$ cat src/rtl/lcd_bus_receiver.sv
// lcd_bus_receiver: responder end of an 8080-style parallel LCD write bus.
// Decodes the command/parameter stream, tracks the column/page address
// window (0x2A/0x2B) and turns 0x2C memory-write data into addressed pixel
// writes (x, y, data) for a downstream framebuffer, scan-out or checker.
//
// Optional build macro: LCD_RX_STATS_EN adds saturating frame/pixel/unknown
// command counters as extra outputs. Without it the core is unchanged.
//
// Bus handshake: there is no back-pressure. A word is transferred when
// lcd_wr rises while lcd_cs is low; the controller holds lcd_dc/lcd_data
// stable while lcd_wr is low and keeps lcd_wr low and high for at least one
// clk each. Every output is registered and reacts one clk after the cycle in
// which the (double-registered) rising edge is seen.
module lcd_bus_receiver #(
    parameter int H_RES = 800,
    parameter int V_RES = 480,
    parameter int PIX_W = 24
) (
    input  logic             clk,
    input  logic             rst,
    input  logic             lcd_rst_n,
    input  logic             lcd_cs,
    input  logic             lcd_wr,
    input  logic             lcd_dc,
    input  logic [23:0]      lcd_data,
    output logic             pix_valid,
    output logic [15:0]      pix_x,
    output logic [15:0]      pix_y,
    output logic [PIX_W-1:0] pix_data,
    output logic             frame_done,
    output logic             cmd_valid,
    output logic [7:0]       cmd_code,
    output logic             display_on,
    output logic             proto_err
`ifdef LCD_RX_STATS_EN
    ,
    output logic [15:0]      stat_frames,
    output logic [31:0]      stat_pixels,
    output logic [7:0]       stat_unknown
`endif
);

    localparam logic [15:0] COL_MAX  = 16'(H_RES - 1);
    localparam logic [15:0] PAGE_MAX = 16'(V_RES - 1);

    typedef enum logic [2:0] {
        S_IDLE,
        S_COL_PARAM,
        S_PAGE_PARAM,
        S_MEMWR,
        S_IGNORE
    } state_t;

    // Bus sampling pipeline
    logic        q1_wr, q1_cs, q1_dc;
    logic [23:0] q1_data;
    logic        q2_wr, q2_cs, q2_dc;
    logic [23:0] q2_data;
    logic        wr_event;

    // Decoder state
    state_t      state_q, state_d;
    logic [1:0]  pidx_q, pidx_d;
    logic [7:0]  par0_q, par0_d, par1_q, par1_d, par2_q, par2_d;

    // Programmed window and the window latched by the last 0x2C
    logic [15:0] sc_q, sc_d, ec_q, ec_d, sp_q, sp_d, ep_q, ep_d;
    logic [15:0] asc_q, asc_d, aec_q, aec_d, asp_q, asp_d, aep_q, aep_d;
    logic [15:0] x_q, x_d, y_q, y_d;

    // Next values of the registered outputs
    logic             pix_valid_d, frame_done_d, cmd_valid_d, proto_err_d;
    logic [15:0]      pix_x_d, pix_y_d;
    logic [PIX_W-1:0] pix_data_d;
    logic [7:0]       cmd_code_d;
    logic             display_on_d;
    logic             ignore_cmd;

    // Window parameter candidate assembled from the three stored bytes
    logic [15:0] p_start, p_end, p_limit;

    assign wr_event = q1_wr & ~q2_wr & ~q2_cs;
    assign p_start  = {par0_q, par1_q};
    assign p_end    = {par2_q, q2_data[7:0]};
    assign p_limit  = (state_q == S_COL_PARAM) ? COL_MAX : PAGE_MAX;

    // Double-register the asynchronous bus; idle levels keep wr/cs high
    always_ff @(posedge clk or negedge rst) begin
        if (!rst) begin
            q1_wr   <= 1'b1;
            q1_cs   <= 1'b1;
            q1_dc   <= 1'b0;
            q1_data <= '0;
            q2_wr   <= 1'b1;
            q2_cs   <= 1'b1;
            q2_dc   <= 1'b0;
            q2_data <= '0;
        end else begin
            q1_wr   <= lcd_wr;
            q1_cs   <= lcd_cs;
            q1_dc   <= lcd_dc;
            q1_data <= lcd_data;
            q2_wr   <= q1_wr;
            q2_cs   <= q1_cs;
            q2_dc   <= q1_dc;
            q2_data <= q1_data;
        end
    end

    // Next-state and output decode for one captured bus word
    always_comb begin
        state_d      = state_q;
        pidx_d       = pidx_q;
        par0_d       = par0_q;
        par1_d       = par1_q;
        par2_d       = par2_q;
        sc_d         = sc_q;
        ec_d         = ec_q;
        sp_d         = sp_q;
        ep_d         = ep_q;
        asc_d        = asc_q;
        aec_d        = aec_q;
        asp_d        = asp_q;
        aep_d        = aep_q;
        x_d          = x_q;
        y_d          = y_q;
        pix_valid_d  = 1'b0;
        frame_done_d = 1'b0;
        cmd_valid_d  = 1'b0;
        proto_err_d  = 1'b0;
        pix_x_d      = pix_x;
        pix_y_d      = pix_y;
        pix_data_d   = pix_data;
        cmd_code_d   = cmd_code;
        display_on_d = display_on;
        ignore_cmd   = 1'b0;

        if (!lcd_rst_n) begin
            // Panel soft reset: same effect as the system reset
            state_d      = S_IDLE;
            pidx_d       = 2'd0;
            par0_d       = 8'h00;
            par1_d       = 8'h00;
            par2_d       = 8'h00;
            sc_d         = 16'd0;
            ec_d         = COL_MAX;
            sp_d         = 16'd0;
            ep_d         = PAGE_MAX;
            asc_d        = 16'd0;
            aec_d        = COL_MAX;
            asp_d        = 16'd0;
            aep_d        = PAGE_MAX;
            x_d          = 16'd0;
            y_d          = 16'd0;
            pix_x_d      = 16'd0;
            pix_y_d      = 16'd0;
            pix_data_d   = '0;
            cmd_code_d   = 8'h00;
            display_on_d = 1'b0;
        end else if (wr_event) begin
            if (!q2_dc) begin
                // Command word: always aborts whatever was in progress
                cmd_valid_d = 1'b1;
                cmd_code_d  = q2_data[7:0];
                pidx_d      = 2'd0;
                if (state_q == S_COL_PARAM || state_q == S_PAGE_PARAM)
                    proto_err_d = 1'b1;
                case (q2_data[7:0])
                    8'h2A: state_d = S_COL_PARAM;
                    8'h2B: state_d = S_PAGE_PARAM;
                    8'h2C: begin
                        state_d = S_MEMWR;
                        asc_d   = sc_q;
                        aec_d   = ec_q;
                        asp_d   = sp_q;
                        aep_d   = ep_q;
                        x_d     = sc_q;
                        y_d     = sp_q;
                    end
                    8'h29: begin
                        state_d      = S_IDLE;
                        display_on_d = 1'b1;
                    end
                    8'h28: begin
                        state_d      = S_IDLE;
                        display_on_d = 1'b0;
                    end
                    8'h01: begin
                        state_d      = S_IDLE;
                        display_on_d = 1'b0;
                        sc_d         = 16'd0;
                        ec_d         = COL_MAX;
                        sp_d         = 16'd0;
                        ep_d         = PAGE_MAX;
                    end
                    default: begin
                        state_d    = S_IGNORE;
                        ignore_cmd = 1'b1;
                    end
                endcase
            end else begin
                case (state_q)
                    S_COL_PARAM, S_PAGE_PARAM: begin
                        if (pidx_q != 2'd3) begin
                            case (pidx_q)
                                2'd0:    par0_d = q2_data[7:0];
                                2'd1:    par1_d = q2_data[7:0];
                                default: par2_d = q2_data[7:0];
                            endcase
                            pidx_d = pidx_q + 2'd1;
                        end else begin
                            // Fourth byte: commit only a well-formed window
                            state_d = S_IDLE;
                            pidx_d  = 2'd0;
                            if (p_start > p_end || p_end > p_limit) begin
                                proto_err_d = 1'b1;
                            end else if (state_q == S_COL_PARAM) begin
                                sc_d = p_start;
                                ec_d = p_end;
                            end else begin
                                sp_d = p_start;
                                ep_d = p_end;
                            end
                        end
                    end
                    S_MEMWR: begin
                        pix_valid_d = 1'b1;
                        pix_x_d     = x_q;
                        pix_y_d     = y_q;
                        pix_data_d  = q2_data[PIX_W-1:0];
                        if (x_q != aec_q) begin
                            x_d = x_q + 16'd1;
                        end else begin
                            x_d = asc_q;
                            if (y_q != aep_q) begin
                                y_d = y_q + 16'd1;
                            end else begin
                                y_d          = asp_q;
                                frame_done_d = 1'b1;
                            end
                        end
                    end
                    default: ;
                endcase
            end
        end
    end

    // State, window and output registers
    always_ff @(posedge clk or negedge rst) begin
        if (!rst) begin
            state_q    <= S_IDLE;
            pidx_q     <= 2'd0;
            par0_q     <= 8'h00;
            par1_q     <= 8'h00;
            par2_q     <= 8'h00;
            sc_q       <= 16'd0;
            ec_q       <= COL_MAX;
            sp_q       <= 16'd0;
            ep_q       <= PAGE_MAX;
            asc_q      <= 16'd0;
            aec_q      <= COL_MAX;
            asp_q      <= 16'd0;
            aep_q      <= PAGE_MAX;
            x_q        <= 16'd0;
            y_q        <= 16'd0;
            pix_valid  <= 1'b0;
            frame_done <= 1'b0;
            cmd_valid  <= 1'b0;
            proto_err  <= 1'b0;
            pix_x      <= 16'd0;
            pix_y      <= 16'd0;
            pix_data   <= '0;
            cmd_code   <= 8'h00;
            display_on <= 1'b0;
        end else begin
            state_q    <= state_d;
            pidx_q     <= pidx_d;
            par0_q     <= par0_d;
            par1_q     <= par1_d;
            par2_q     <= par2_d;
            sc_q       <= sc_d;
            ec_q       <= ec_d;
            sp_q       <= sp_d;
            ep_q       <= ep_d;
            asc_q      <= asc_d;
            aec_q      <= aec_d;
            asp_q      <= asp_d;
            aep_q      <= aep_d;
            x_q        <= x_d;
            y_q        <= y_d;
            pix_valid  <= pix_valid_d;
            frame_done <= frame_done_d;
            cmd_valid  <= cmd_valid_d;
            proto_err  <= proto_err_d;
            pix_x      <= pix_x_d;
            pix_y      <= pix_y_d;
            pix_data   <= pix_data_d;
            cmd_code   <= cmd_code_d;
            display_on <= display_on_d;
        end
    end

`ifdef LCD_RX_STATS_EN
    // Saturating activity counters, aligned with the pulses they count
    always_ff @(posedge clk or negedge rst) begin
        if (!rst) begin
            stat_frames  <= '0;
            stat_pixels  <= '0;
            stat_unknown <= '0;
        end else if (!lcd_rst_n) begin
            stat_frames  <= '0;
            stat_pixels  <= '0;
            stat_unknown <= '0;
        end else begin
            if (frame_done_d && stat_frames != 16'hFFFF)
                stat_frames <= stat_frames + 16'd1;
            if (frame_done_d)
                stat_pixels <= '0;
            else if (pix_valid_d && stat_pixels != 32'hFFFF_FFFF)
                stat_pixels <= stat_pixels + 32'd1;
            if (ignore_cmd && stat_unknown != 8'hFF)
                stat_unknown <= stat_unknown + 8'd1;
        end
    end
`endif

endmodule

$ cat config.mk
export PLATFORM = sky130hd
export DESIGN_NAME = lcd_bus_receiver
export DESIGN_NICKNAME = d
export VERILOG_FILES = /design/src/rtl/lcd_bus_receiver.sv
export SDC_FILE = /design/constraint.sdc
export NUM_CORES = 1
export LEC_CHECK = 0
export CAP_MARGIN = 10
export CORE_MARGIN = 3
export CORE_UTILIZATION = 50
export CTS_CLUSTER_DIAMETER = 50
export DETAILED_ROUTE_END_ITERATION = 10
export DONT_BUFFER_PORTS = 1
export SLEW_MARGIN = 10
export SYNTH_ARGS = -nofsm -noshare
export SYNTH_HDL_FRONTEND = slang
export SYNTH_SLANG_ARGS = --single-unit
$ cat constraint.sdc
create_clock -name clk -period 3.65 [get_ports clk]
set_clock_uncertainty 0.05 [all_clocks]
set_input_delay 0.5475 -clock clk [delete_from_list [all_inputs] [get_ports clk]]
set_output_delay 0.5475 -clock clk [all_outputs]
set_load 0.01 [all_outputs]
==> summary.md, run 1 <==
| Metric | Value |
|---|---|
| Total negative setup slack | `0 ns` |
| Crit-path cells | `or3b_1, nor3_4, a21boi_1, a2111oi_2, nor4bb_1, a31o_1` |
| Arr. time, crit path | `3.46 ns` |
| Worst slew margin | `25.2%` |
| Placed inst area | `14000 sq um` |
| Yosys cell types | `65` |
| Antenna violations before repair | `0` |
| Slowest cell on the critical path | `nor4bb_1` |
| Initial core utilization | `50.9%` |
| Pwr/cell area | `505 nW/um^2` |
| CTS Sinks | `312` |
| WS Path Type | `reg2reg` |
| Startpoint types | `flip-flop` |
| Die area | `29500 sq um` |
| Grt total ovfl | `0` |
| Area Growth Syn to Fin | `12.6%` |
| Synthesized area | `13800 sq um` |
| Dominant synthesized flop cell | `dfrtp_1` |
| Ranking of synthesized cells by area | `dfrtp_1 (51%), nand2_1 (9.9%), dfstp_2 (6.5%)` |
| Clock buffer depth | `3` |
| GRT Util Overall | `23.4%` |
| Max H-tree Level | `2` |
| Vias in the first global route | `9759` |
| Count leader, synth | `nand2_1` |
| Period utilization | `84.1%` |
| Max-Cap Viols | `0` |
| Setup repair bufs after CTS | `0` |
| Largest family of logic cells by synthesized area | `simple AND/OR/NAND/NOR gates` |
| DR DRC count | `0` |
| Required time worst endpoint | `4.04 ns` |
| Layout cell share with drive strength beyond 1 | `9.92%` |
| Setup WS post-layout | `0.581 ns` |
| Clock slew at reported path FFs | `0.06 ns` |
| CTS buffer count | `38` |
| Commonest cells post-synth | `nand2_1 (363), dfrtp_1 (278), o21ai_0 (138), a21oi_1 (108), clkbuf_1 (87)` |
| I/O Pins | `99` |
| Post-Synth XOR/XNOR Area | `3.76%` |
| Crit path capture type | `flip-flop` |
| PortBufs | `0` |
| Total vias in the final route | `10171` |
| Worst hold path class | `in2async` |
| Hold_buf cts | `23` |
| Post-synth ARST share | `100%` |
| Non-filler cells, final | `1783` |
| P_leak | `6.78 nW` |
| Worst slew pin tran | `1.11 ns` |
| Rows | `60` |
| Drt wl/cell | `19.5 um` |
| Final HPWL DP | `22.1 mm` |
| Area share of fa/ha/maj cells after synthesis | `2.07%` |
| Fin area | `15500 sq um` |
| Final Max Tran Viols | `0` |
| Hold slack | `-0.312 ns` |
| Initial DRT Pass Iterations | `5` |
| Die span in y | `172 um` |
| Mux share of post-synthesis cell area | `0.755%` |
| RSZ-0062 raised after global routing | `false` |
| Post-Place Setup Slack | `0.632 ns` |
| Pwr Total | `7.81 mW` |
| Vias per Instance | `5.70` |
| Sequential-to-total area share from yosys stat | `57.1%` |
| Post-synth top area cell | `dfrtp_1` |
| Final setup vio count | `0` |
| Total core area | `27000 sq um` |
| Synth Warn # | `0` |
| Yosys top cell area share | `50.6%` |
| Simple-gate area share of the yosys netlist | `16.6%` |
| Clk Latency, worst-skew pair | `0.51 ns` |
| ANT nets after route | `0` |
| GPL Wtd Cong | `0.885` |
| EDFF count, synth | `0` |
| Final Hold Viols | `278` |
| Status | `finished with violations` |
| Post-Synthesis Cells | `1432` |
| Failing checks | `negative hold slack` |
| Mapped Nets | `1484` |
| Inserted Diodes | `0` |
| CTS tree | `done` |
| NumNets Final | `1465` |
| Dpl cells | `1691` |
| Period minus WS final | `3.07 ns` |
| CP peak stage delay | `0.72 ns` |
| Final Util | `57.3%` |
| VDD IR max | `381 uV` |
| Post-Route WL | `34.8 mm` |
| Synth Area in Compound Gates | `15.7%` |
| Avg Synthesized Cell Area | `9.61 sq um` |
| Root Buffer | `clkbuf_16` |
| Die Wd | `172 um` |
| 1st-iter DRT viols | `732` |
| Largest net degree at the start of global routing | `313` |
| # resized after CTS | `0` |
| Max Fclk | `326 MHz` |
| First-pass GRT wire length | `54.8 mm` |
| Register bit count reported by yosys | `312` |
| Crit path max fanout | `6` |
## sequential cells by signal, indices dropped and copies added (netlist names), 3 cells and up
register  count
aec_q        16
aep_q        16
asc_q        16
asp_q        16
cmd_code      8
ec_q         16
ep_q         16
par0_q        8
par1_q        8
par2_q        8
pix_data     24
pix_x        16
pix_y        16
q1_data      24
q2_data      24
sc_q         16
sp_q         16
state_q       3
x_q          16
y_q          16
## path summary, 6_finish.rpt
kind	from	endpoint	slack (ns)	cells past startpoint
worst max-delay path	q1_wr$_DFF_PN1_	ep_q[5]$_DFFE_PN0P_	0.58	6
worst min-delay path	rst	pix_y[4]$_DFFE_PN0P_	-0.31	0
worst max register to register	q1_wr$_DFF_PN1_	ep_q[5]$_DFFE_PN0P_	0.58	6
worst min register to register	q1_data[15]$_DFF_PN0_	q2_data[15]$_DFF_PN0_	0.30	0
max in group asynchronous	rst	sp_q[12]$_DFFE_PN0P_	3.25	0
min in group clk	lcd_data[14]	q1_data[14]$_DFF_PN0_	0.02	0
## cells in the final DEF (no fill, tap or decap), drive strengths merged, types with 4 or more instances in the layout
master and instances:
a211oi 14, a21boi 4, a21o 20, a21oi 108, a221oi 6, a22o 11
a31oi 10, and3 14, buf 28, clkbuf 52, clkinv 8, dfrtp 278
dfstp 34, dlygate4sd3 23, ha 22, inv 34, mux2i 7, nand2 363
nand3 41, nand4 16, nor2 45, nor3 17, nor4 16, o211ai 12
o21a 9, o21ai 139, o2bb2ai 8, xnor2 34, xor2 25
## cell type report
| type | instances | area, sq um |
|---|---|---|
| clock buffers | 52 | 1100 |
| repair buffers | 51 | 453 |
| well taps | 341 | 427 |
| flip-flops and latches | 312 | 7850 |
| multi-input cells | 982 | 5400 |
| clock inverters | 17 | 148 |
| inverters | 28 | 105 |
| fillers | 2423 | 11500 |
## kinds of logic after synthesis
kind of cell,after synthesis
AOI/OAI and AO/OA,361
and+or+nand+nor,529
muxes,10
xor gates and xnor gates,59
DFF,312
adders and majority gates,23
buffers and inverters,138
## power by group
group / switching (mW) / total [mW] / leakage (nW) / internal (mW)
Sequential: 0.108 / 3.69 / 4.09 / 3.58
Combinational: 0.286 / 0.452 / 2.07 / 0.166
Clock: 1.46 / 3.68 / 0.619 / 2.22
## worst max-delay path, delay by kind of cell (launching register included)
family | cells | cell delay, ns
and+or+nand+nor | 3 | 1.52
AOI/OAI and AO/OA | 3 | 0.90
DFF | 1 | 0.54
## metal layers
layer | track usage, % | share of wire [%]
met2 | 35.6 | 45
met1 | 34.1 | 46
met4 | 6.94 | 2.5
met5 | 0 | 0
met3 | 4.87 | 6.4
Note: power is estimated with default switching activity, not from simulation.
==> run 2, diff against run 1 <==
Settings changed: PLACE_DENSITY set to 0.68.
Clock period 3.65 ns to 2.5 ns, I/O delays scaled along.
==> summary.md, run 2 (synthesis results as in run 1) <==
| Metric | Value |
|---|---|
| Status | `finished with violations` |
| Failing checks | `negative hold slack, negative setup slack` |
| Layout cell share with drive strength beyond 1 | `17.2%` |
| Setup WS post-layout | `-0.0265 ns` |
| Hold slack | `-0.483 ns` |
| First-pass GRT wire length | `56.8 mm` |
| Crit-path leading delay family | `compound AO/OA/AOI/OAI gates` |
| Initial DRT Pass Iterations | `5` |
| CTS buffer count | `37` |
| Required time worst endpoint | `2.87 ns` |
| Startpoint types | `flip-flop` |
| Root Buffer | `clkbuf_16` |
| Total core area | `27000 sq um` |
| Sw Ratio | `23.2%` |
| GRT Util Overall | `24.3%` |
| PortBufs | `0` |
| Initial core utilization | `50.9%` |
| GPL Wtd Cong | `0.887` |
| Period utilization | `101%` |
| Final Hold Viols | `312` |
| Filler cells | `2223` |
| Area Growth Syn to Fin | `22.2%` |
| CP peak stage delay | `0.47 ns` |
| Post-Place Setup Slack | `-0.200 ns` |
| Commonest non-fill, non-tap cells in the layout | `nand2_1 (362), dfrtp_1 (278), o21ai_0 (131), buf_4 (113), a21oi_1 (106)` |
| I/O Pins | `99` |
| FF-to-FF End | `ec_q[5]$_DFFE_PN0P_` |
| Antenna violations before repair | `0` |
| Reg power frac | `45.1%` |
| Vias in the first global route | `10484` |
| Crit-path cells | `inv_1, ha_4, nand4_1, nor4_4, a21boi_2, o41ai_4, nor4bb_4, buf_6, buf_12, mux2i_1` |
| Largest net degree at the start of global routing | `313` |
| Grt total ovfl | `0` |
| Vias per Instance | `5.72` |
| Net Sw Power | `2.75 mW` |
| P_leak | `7.45 nW` |
| Gate power share | `8.8%` |
| Post-Route WL | `36.3 mm` |
| R2R cell count | `10` |
| Worst slew pin tran | `0.929 ns` |
| Drt wl/cell | `19.2 um` |
| Arr. time, crit path | `2.90 ns` |
| Crit path max fanout | `8` |
| Period minus WS final | `2.53 ns` |
| Die Wd | `172 um` |
| Total vias in the final route | `10835` |
| CTS tree | `done` |
| Slowest cell on the critical path | `o41ai_4` |
| Crit path capture type | `flip-flop` |
| Die span in y | `172 um` |
| Final setup vio count | `6` |
| Cell Int Power | `9.09 mW` |
| Worst hold path class | `in2async` |
| CTS Sinks | `312` |
| Max H-tree Level | `2` |
| ANT nets after route | `0` |
| Max-Cap Viols | `0` |
| Hold_buf cts | `29` |
| Final Max Tran Viols | `0` |
| WS Path Type | `reg2reg` |
| Inserted Diodes | `0` |
| Bufs and invs on worst path | `3` |
| Clock slew at reported path FFs | `0.05 ns` |
| Pwr Total | `11.8 mW` |
| Top Registers | `pix_data: 24 flops, q1_data: 24 flops, q2_data: 24 flops` |
| Clock buffer depth | `3` |
| Pwr/cell area | `704 nW/um^2` |
| NumNets Final | `1577` |
| Rows | `60` |
| RSZ-0062 raised after global routing | `true` |
| Max Fclk | `396 MHz` |
| VDD IR max | `595 uV` |
| Worst r2r src | `par2_q[5]$_DFFE_PN0P_` |
| Clk Latency, worst-skew pair | `0.52 ns` |
| Worst slew margin | `38.0%` |
| Clock share of power | `46.1%` |
| Final HPWL DP | `23.5 mm` |
| DR DRC count | `0` |
| 1st-iter DRT viols | `1006` |
| Most common cell after layout, fill and taps aside | `nand2_1` |
| Die area | `29500 sq um` |
| Reg2Reg Setup Slack | `-0.03 ns` |
| Final Util | `62.2%` |
| Total negative setup slack | `-0.0470 ns` |
-- run 2: changes by cell type in the layout (fill, tap and decap cells not counted), moves of 6 or more --
| cell | previous run | this run |
|---|---|---|
| buf_6 | 0 | 8 |
| o21ai_0 | 138 | 131 |
| ha_1 | 22 | 16 |
| clkbuf_1 | 5 | 11 |
| o21ai_1 | 1 | 8 |
| ha_4 | 0 | 6 |
| buf_4 | 27 | 113 |
-- run 2: timing repair --
| action | 4_1_cts | 5_1_grt |
|---|---|---|
| cloned | 1 | 7 |
| gates resized for setup | 13 | 35 |
| endpoints found under the hold margin | 394 | 312 |
| pin swaps | 4 | 29 |
| setup buffers | 1 | 6 |
| endpoints found under the setup margin | 54 | 69 |
-- run 2: power groups by stage --
stage	clock, mW	sequential (mW)	combinational, mW
after detailed placement	0	5.42	0.797
after global placement	0	5.41	0.786
final	5.45	5.34	1.04
after CTS	5.54	5.33	0.929
after global routing	5.77	5.35	1.12
after floorplan	0	5.39	0.490
-- run 2: worst reg2reg max path, cell delays in order (launching register included) --
cell and delay [ns]:
dfrtp_1 0.39, inv_1 0.10, ha_4 0.21, nand4_1 0.19
nor4_4 0.07, a21boi_2 0.17, o41ai_4 0.47, nor4bb_4 0.29
buf_6 0.19, buf_12 0.13, mux2i_1 0.17
-- run 2: how the worst max path moves through the flow --
stage	slack (ns)	end	cells past startpoint	from
floorplan	0.03	sp_q[10]$_DFFE_PN0P_	9	state_q[2]$_DFFE_PN0P_
global placement	-0.24	ep_q[5]$_DFFE_PN0P_	8	q1_wr$_DFF_PN1_
detailed placement	-0.20	ep_q[5]$_DFFE_PN0P_	7	q1_wr$_DFF_PN1_
CTS	-0.04	ep_q[5]$_DFFE_PN0P_	11	q2_data[7]$_DFF_PN0_
global route	-0.11	ec_q[5]$_DFFE_PN0P_	9	par0_q[4]$_DFFE_PN0P_
finish	-0.03	ec_q[5]$_DFFE_PN0P_	10	par2_q[5]$_DFFE_PN0P_
-- run 2: cell type report --
type	count	area [sq um]	share of cell area (%)
Inverter	28	105	0.625
Clock buffer	57	1110	6.63
Tap cell	341	427	2.54
Timing Repair Buffer	164	1550	9.25
Sequential cell	312	7850	46.7
Clock inverter	10	141	0.841
Multi-Input combinational cell	982	5620	33.4
-- run 2: per-stage QoR --
step | area, sq um | cells | hold WS [ns]
final | 16800 | 1894 | -0.483
after global routing | 16800 | 1894 | -0.512
after CTS | 16400 | 1881 | -0.504
after detailed placement | 14700 | 1783 | 0.0382
after global placement | 14700 | 1783 | 0.0370
after floorplan | 13800 | 1432 | 0.0294
-- run 2: routing by layer --
layer	GRT usage [%]	routed length, um
met1	35.7	16000
met5	0	0
met3	4.02	2460
met2	37.7	17100
met4	6.53	774
==> run 3, diff against run 2 <==
Settings changed: PLACE_DENSITY 0.68 to unset.
Clock period 2.5 ns to 3.2 ns, I/O delays scaled along.
==> summary.md, run 3 (synthesis results as in run 1) <==
| Metric | Value |
|---|---|
| Status | `finished with violations` |
| Failing checks | `negative hold slack` |
| Storage cell area | `7850 sq um` |
| Layout cell share with drive strength beyond 1 | `10.4%` |
| Max H-tree Level | `2` |
| CP peak stage delay | `0.54 ns` |
| Post-Place Setup Slack | `0.205 ns` |
| Multi-input combinational cell area | `5400 sq um` |
| Placed inst area | `14000 sq um` |
| Die span in y | `172 um` |
| Worst r2r src | `state_q[2]$_DFFE_PN0P_` |
| Period utilization | `93.8%` |
| Grt total ovfl | `0` |
| Final Hold Viols | `280` |
| DR DRC count | `0` |
| Hold slack | `-0.379 ns` |
| Crit path capture type | `flip-flop` |
| NumNets Final | `1477` |
| Pwr/cell area | `585 nW/um^2` |
| Commonest non-fill, non-tap cells in the layout | `nand2_1 (363), dfrtp_1 (278), o21ai_0 (138), a21oi_1 (108), nor2_1 (45)` |
| Net Sw Power | `2.12 mW` |
| Final Max Tran Viols | `0` |
| Antenna violations before repair | `0` |
| P_leak | `6.86 nW` |
| Cell Int Power | `7.03 mW` |
| Gate power share | `5.7%` |
| Clk Latency, worst-skew pair | `0.51 ns` |
| VDD IR max | `404 uV` |
| Period minus WS final | `3.00 ns` |
| Max-Cap Viols | `0` |
| ANT nets after route | `0` |
| Vias in the first global route | `9790` |
| Filler cells | `2375` |
| Fin area | `15600 sq um` |
| GPL Wtd Cong | `0.906` |
| Most common cell after layout, fill and taps aside | `nand2_1` |
| Vias per Instance | `5.68` |
| Reg2Reg Setup Slack | `0.20 ns` |
| Clock share of power | `48.3%` |
| Reg power frac | `46.1%` |
| Required time worst endpoint | `3.60 ns` |
| Final HPWL DP | `22.3 mm` |
| RSZ-0062 raised after global routing | `false` |
| Initial DRT Pass Iterations | `5` |
| I/O Pins | `99` |
| First-pass GRT wire length | `55.6 mm` |
| PortBufs | `0` |
| Rows | `60` |
| Clock buffer depth | `3` |
| Total negative setup slack | `0 ns` |
| Crit path max fanout | `9` |
| R2R cell count | `9` |
| Crit-path cells | `nor3b_4, ha_1, and3_1, nand4_1, o22a_1, a2111oi_2, nor4bb_1, buf_4, a31o_1` |
| Inserted Diodes | `0` |
| Worst hold path class | `in2async` |
| Final setup vio count | `0` |
| CTS tree | `done` |
| Slowest cell on the critical path | `nor4bb_1` |
| Setup WS post-layout | `0.198 ns` |
| Pwr Total | `9.15 mW` |
| WS Path Type | `reg2reg` |
| # resized after CTS | `0` |
| Drt wl/cell | `19.6 um` |
| Initial core utilization | `50.9%` |
| Top Registers | `pix_data: 24 flops, q1_data: 24 flops, q2_data: 24 flops` |
| Non-filler cells, final | `1795` |
| CTS buffer count | `38` |
| Area Growth Syn to Fin | `13.7%` |
| Total core area | `27000 sq um` |
| Post-Route WL | `35.2 mm` |
| Largest net degree at the start of global routing | `313` |
| Total vias in the final route | `10204` |
| Root Buffer | `clkbuf_16` |
| Max Fclk | `333 MHz` |
| Arr. time, crit path | `3.40 ns` |
| GRT Util Overall | `23.8%` |
| Startpoint types | `flip-flop` |
| Worst slew pin tran | `1.19 ns` |
| Sw Ratio | `23.2%` |
| FF-to-FF End | `ep_q[5]$_DFFE_PN0P_` |
| CTS Sinks | `312` |
| Hold_buf cts | `27` |
| 1st-iter DRT viols | `763` |
| Worst slew margin | `19.8%` |
| Die Wd | `172 um` |
| Dpl cells | `1699` |
| Clock slew at reported path FFs | `0.06 ns` |
| Die area | `29500 sq um` |
[run 3: worst max-delay path, delay by kind of cell, from the launching register on]
kind | cells | cell delay (ns)
AND/OR/NAND/NOR | 4 | 1.22
AO/OA/AOI/OAI | 3 | 0.78
flip-flops | 1 | 0.47
adder cells (fa/ha/maj) | 1 | 0.21
buffers and inverters | 1 | 0.21
[run 3: area by class of cell]
class	count	area share, %
inverter	28	0.672
clock inverter	19	1.38
timing repair buffer	63	3.46
sequential	312	50.2
tap	341	2.73
clock buffer	50	7.03
multi-input combinational	982	34.5
[run 3: what timing repair did]
action	4_1_cts	5_1_grt
setup buffers	0	0
endpoints found under the setup margin	0	0
hold endpoints to repair	339	312
[run 3: worst max path at each step]
stage / from / to / cells after the start
finish: state_q[2]$_DFFE_PN0P_ / ep_q[5]$_DFFE_PN0P_ / 9
global placement: state_q[2]$_DFFE_PN0P_ / ep_q[5]$_DFFE_PN0P_ / 9
floorplan: q2_data[1]$_DFF_PN0_ / sc_q[10]$_DFFE_PN0P_ / 11
CTS: q1_wr$_DFF_PN1_ / ep_q[5]$_DFFE_PN0P_ / 7
detailed placement: state_q[2]$_DFFE_PN0P_ / ep_q[5]$_DFFE_PN0P_ / 9
global route: q2_data[7]$_DFF_PN0_ / ec_q[7]$_DFFE_PN0P_ / 9
[run 3: per-stage QoR]
step           hold WS [ns]  utilization [%]
6_report             -0.379             57.9
5_1_grt              -0.402             57.9
4_1_cts              -0.398             57.9
3_5_place_dp          0.147             52.0
3_3_place_gp          0.147             52.0
2_1_floorplan         0.134                -
[run 3: per-layer routing]
layer  global-route usage, %  vias to the layer above  wire [um]
met5                       0                        -          0
met4                    7.46                        0        931
met3                    4.21                       61       2160
met2                    36.1                      306      15700
met1                    35.2                     4958      16400
li1                        -                     4879          -
[run 3: power groups by stage]
stage | registers (mW) | logic (mW) | clock network (mW)
after floorplan | 4.21 | 0.376 | 0
after global placement | 4.28 | 0.481 | 0
after detailed placement | 4.28 | 0.489 | 0
after CTS | 4.21 | 0.518 | 4.51
after global routing | 4.22 | 0.580 | 4.68
final | 4.21 | 0.520 | 4.42
==> RTL change 1 (config.mk and constraints of run 1) <==
The option `LCD_RX_STATS_EN` is turned on by a define.
--- a/src/rtl/lcd_bus_receiver.sv
+++ b/src/rtl/lcd_bus_receiver.sv
@@ -11,6 +11,8 @@
 // stable while lcd_wr is low and keeps lcd_wr low and high for at least one
 // clk each. Every output is registered and reacts one clk after the cycle in
 // which the (double-registered) rising edge is seen.
+`define LCD_RX_STATS_EN
+
 module lcd_bus_receiver #(
     parameter int H_RES = 800,
     parameter int V_RES = 480,
Behaviour (old outputs only; new: stat_frames, stat_pixels and stat_unknown): unchanged (equiv_simple and equiv_induct, registers matched by name and starting in step).
==> RTL change 1 against run 1 <==
The flow still finishes with violations (hold timing); sequential cell count is 56 higher; design area increased by 19%; area after synthesis grew 20%; routed wire length rose by 18%; critical endpoint is now sp_q[9]$_DFFE_PN0P_; total power grew 12%; clock power rose by 15%; combinational power decreased by 30%; setup slack got worse by 0.026 ns.
==> RTL change 1: results (changes against run 1) <==
Outcome = complete, but fails checks
Failing checks = hold timing
Hold_ws = -0.3255 ns (-0.01302 ns)
Clk_buf instances = 56 (+7.7%)
Via Count = 11.68k (+15%)
Gpl congestion = 0.8811 (-0.49%)
Hold buffers post-CTS = 27 (+17%)
Post-DP Area = 16780 µm² (+20%)
Layout area overhead = 12.21%
Slew HR = 4.227% (-21 points)
Lkg Pwr = 8.303 nW (+22%)
Initial DRC Count = 753 (+2.9%)
Clock group share of total power = 48.1% (+1.1 points)
Reg-to-reg critical path endpoint = sp_q[9]$_DFFE_PN0P_
FF+latch area = 9253 µm² (+18%)
Number of fillers in the final layout = 2732 (+13%)
Slowest CP cell = or3_1
Leading cell types by count after synthesis = dfrtp_1, nand2_1, o21ai_0
Dpl ws = 0.5899 ns (-0.04214 ns)
# placed instances = 1929 (+14%)
Reg2Reg Setup Slack = 0.56 ns (-0.03 ns)
Vias in the first global route = 11.29k (+16%)
Sw Share = 22.24% (-1.5 points)
Routed WL = 41030 µm (+18%)
Design Power = 8.773 mW (+12%)
Multi-input combinational area share = 35.52% (+0.66 points)
FF-to-FF path depth = 9 (+3)
Nets@finish = 1620 (+11%)
Reg-to-reg startpoint = state_q[2]$_DFFE_PN0P_
Fraction of layout cells with a size suffix above 1 = 10.96% (+1.0 points)
Maximum vdd drop = 0.0003331 V (-13%)
Avg Cell Area, Syn = 10.49 µm² (+9.2%)
CTS buffer count = 42 (+11%)
Post-synth cell types = 63 (-3.1%)
Synth area leaders = dfrtp_1, nand2_1, dfstp_2
Largest net degree at the start of global routing = 369 (+18%)
Inverters = 64 (+130%)
Num sequential = 368 (+18%)
Final hold vios = 334 (+20%)
CP Max Fanout = 32 (+26)
CP max stage delay = 0.50 ns (-0.22 ns)
Layout clock area frac = 7.678% (-0.41 points)
First-pass GRT wire length = 66850 µm (+22%)
Comb_multi_in = 1038 (+5.7%)
Signal buf overhead = 2.440% (-0.49 points)
Worst skew pair latency = 0.53 ns (+0.02 ns)
WL/cell = 20.19 µm (+3.6%)
## RTL change 1: cell count changes after synthesis, moves of 34 or more
cell	change
a21oi_1	-34
o21ai_0	-52
a22o_1	+68
dfrtp_1	+56
inv_1	+35
nand2_1	-106
## RTL change 1: kinds of logic after synthesis
kind of cell	Yosys count	synth area share, %
buffers and inverters	163	4.159
multiplexers	44	2.798
flip-flops	368	56.22
AO/OA/AOI/OAI	348	13.98
XOR/XNOR	91	4.981
AND/OR/NAND/NOR	529	15.90
adder cells (fa/ha/maj)	26	1.962
## RTL change 1: per-layer routing
metal,GRT usage [%],up-vias,routed length [µm]
met5,0,-,0
met4,4.848,0,518
met3,4.329,45,2559
met2,34.50,335,18030
met1,36.81,5752,19920
li1,-,5543,-
## RTL change 1: worst register-to-register path: stages (launching register included)
cell      delay, ns
dfrtp_1        0.45
nor3b_2        0.36
ha_1           0.23
nand2_1        0.07
nor3_1         0.22
a311oi_1       0.12
or3_1          0.50
o41a_1         0.46
buf_4          0.25
a22o_1         0.28
==> RTL change 2 (config.mk and constraints of run 1) <==
Made on the original files. Take the reset off `sp_q` and load it in a clocked block of its own.
--- a/src/rtl/lcd_bus_receiver.sv
+++ b/src/rtl/lcd_bus_receiver.sv
@@ -256,7 +256,6 @@
             par2_q     <= 8'h00;
             sc_q       <= 16'd0;
             ec_q       <= COL_MAX;
-            sp_q       <= 16'd0;
             ep_q       <= PAGE_MAX;
             asc_q      <= 16'd0;
             aec_q      <= COL_MAX;
@@ -281,7 +280,6 @@
             par2_q     <= par2_d;
             sc_q       <= sc_d;
             ec_q       <= ec_d;
-            sp_q       <= sp_d;
             ep_q       <= ep_d;
             asc_q      <= asc_d;
             aec_q      <= aec_d;
@@ -299,6 +297,10 @@
             cmd_code   <= cmd_code_d;
             display_on <= display_on_d;
         end
+    end
+
+    always_ff @(posedge clk) begin
+        sp_q <= sp_d;
     end
 
 `ifdef LCD_RX_STATS_EN
Behaviour: no difference found for any inputs over 4 cycles, from zero or initial values and one cycle with rst low; that may be too few to reach the edited logic, so the function may still have changed.
==> RTL change 2 against run 1 <==
The run still ends with hold timing left; area after synthesis fell by 3.2%; design area is 3.3% lower; core utilization hardly changed; critical path depth rose by 3; sequential cell count is the same; total power is 4.1% lower; routed wire length down 4.5%; setup slack got worse by 0.020 ns; global-route usage is 0.13 points lower; critical path type unchanged.
==> RTL change 2: results (changes against run 1) <==
Ys async rst share = 94.87% (-5.1 points)
Synth Area in Compound Gates = 15.02% (-0.66 points)
Slowest CP cell = nor2_2
Nets@finish = 1372 (-6.3%)
Largest net degree at the start of global routing = 297 (-5.1%)
Final HPWL DP = 21060 µm (-4.8%)
Via Count = 9536 (-6.2%)
Worst setup path endpoint = sp_q[10]$_SDFFE_PN0P_
Fraction of layout cells with a size suffix above 1 = 10.10% (+0.19 points)
FF-to-FF path depth = 9 (+3)
Period utilization = 84.62% (+0.55 points)
Ant diodes = 0 (unchanged)
Outcome = complete, but fails checks
HP Class = in -> async
Leading cell types by count after synthesis = nand2_1, dfrtp_1, o21ai_0
Hold_ws = -0.3056 ns (+0.006885 ns)
Hold buffers post-CTS = 26 (+13%)
Number of fillers in the final layout = 2295 (-5.3%)
Synth Area in XOR/XNOR = 3.945% (+0.19 points)
Worst path arrival time = 3.47 ns (about the same)
Mux share of post-synthesis cell area = 0.6763% (-0.079 points)
Drt pass-1 iters = 5 (unchanged)
Post-DP Area = 13500 µm² (-3.6%)
Post-synth cell types = 62 (-4.6%)
Adder-cell share of the synthesized area = 2.067% (-0.0070 points)
Reg2Reg Setup Slack = 0.56 ns (-0.02 ns)
Gpl congestion = 0.9392 (+6.1%)
Postcts setup bufs = 0 (unchanged)
I/O Buffers = 0 (unchanged)
Switching power = 1.681 mW (-9.4%)
Dpl ws = 0.6394 ns (+0.007380 ns)
Avg Cell Area, Syn = 10.00 µm² (+4.1%)
Design Power = 7.493 mW (-4.1%)
P_comb = 0.296 mW (-35%)
CP max stage delay = 0.57 ns (-0.15 ns)
# placed instances = 1590 (-6.0%)
Vias in the first global route = 9445 (-3.2%)
Worst setup path startpoint = state_q[0]$_DFFE_PN0P_
Register area share after synthesis = 58.33% (+1.3 points)
First-pass GRT wire length = 53010 µm (-3.2%)
Gr usage total = 23.26% (-0.13 points)
Worst skew pair latency = 0.51 ns (about the same)
Sequential power = 3.61 mW (-2%)
Routed WL = 33180 µm (-4.5%)
Fin cells = 1681 (-5.7%)
Slew HR = 21.93% (-3.2 points)
PostCTS Resize Cnt = 0 (unchanged)
CTS buffer count = 37 (-2.6%)
Maximum vdd drop = 0.0004163 V (+9.2%)
# H-tree levels = 2 (unchanged)
CP Max Fanout = 15 (+9)
Max Buffers Root-to-Sink = 3 (unchanged)
Synth area leaders = dfrtp_1, nand2_1, dfstp_2
Root Driver = clkbuf_16
Initial DRC Count = 645 (-12%)
YS warnings = 0 (unchanged)
Lkg Pwr = 6.598 nW (-2.7%)
Failing checks = hold timing
Final hold vios = 262 (-5.8%)
-- RTL change 2: cell count changes after synthesis, moves of 13 or more --
cell,delta
nand2_1,-51
o21ai_0,-48
a21oi_1,-23
a21o_1,-19
a22o_1,+19
dfrtp_1,-16
dfxtp_1,+16
o2bb2ai_1,+16
a31oi_1,+15
clkbuf_1,-14
nor2_1,+13
-- RTL change 2: final cells by class --
cell class	instances	area [µm²]	area share, %
clock inverters	17	157.7	1.053
multi-input cells	883	5005	33.43
inverters	41	153.9	1.028
flip-flops and latches	312	7770	51.90
repair buffers	45	415.4	2.775
well taps	335	419.2	2.800
clock buffers	48	1050	7.012
-- RTL change 2: routing by layer --
metal / routed length [µm] / track usage [%] / vias to the layer above
met5: 0 / 0 / -
met4: 580 / 5.690 / 0
met1: 15870 / 34.87 / 4695
met2: 15000 / 35.67 / 250
met3: 1731 / 3.960 / 40
li1: - / - / 4551
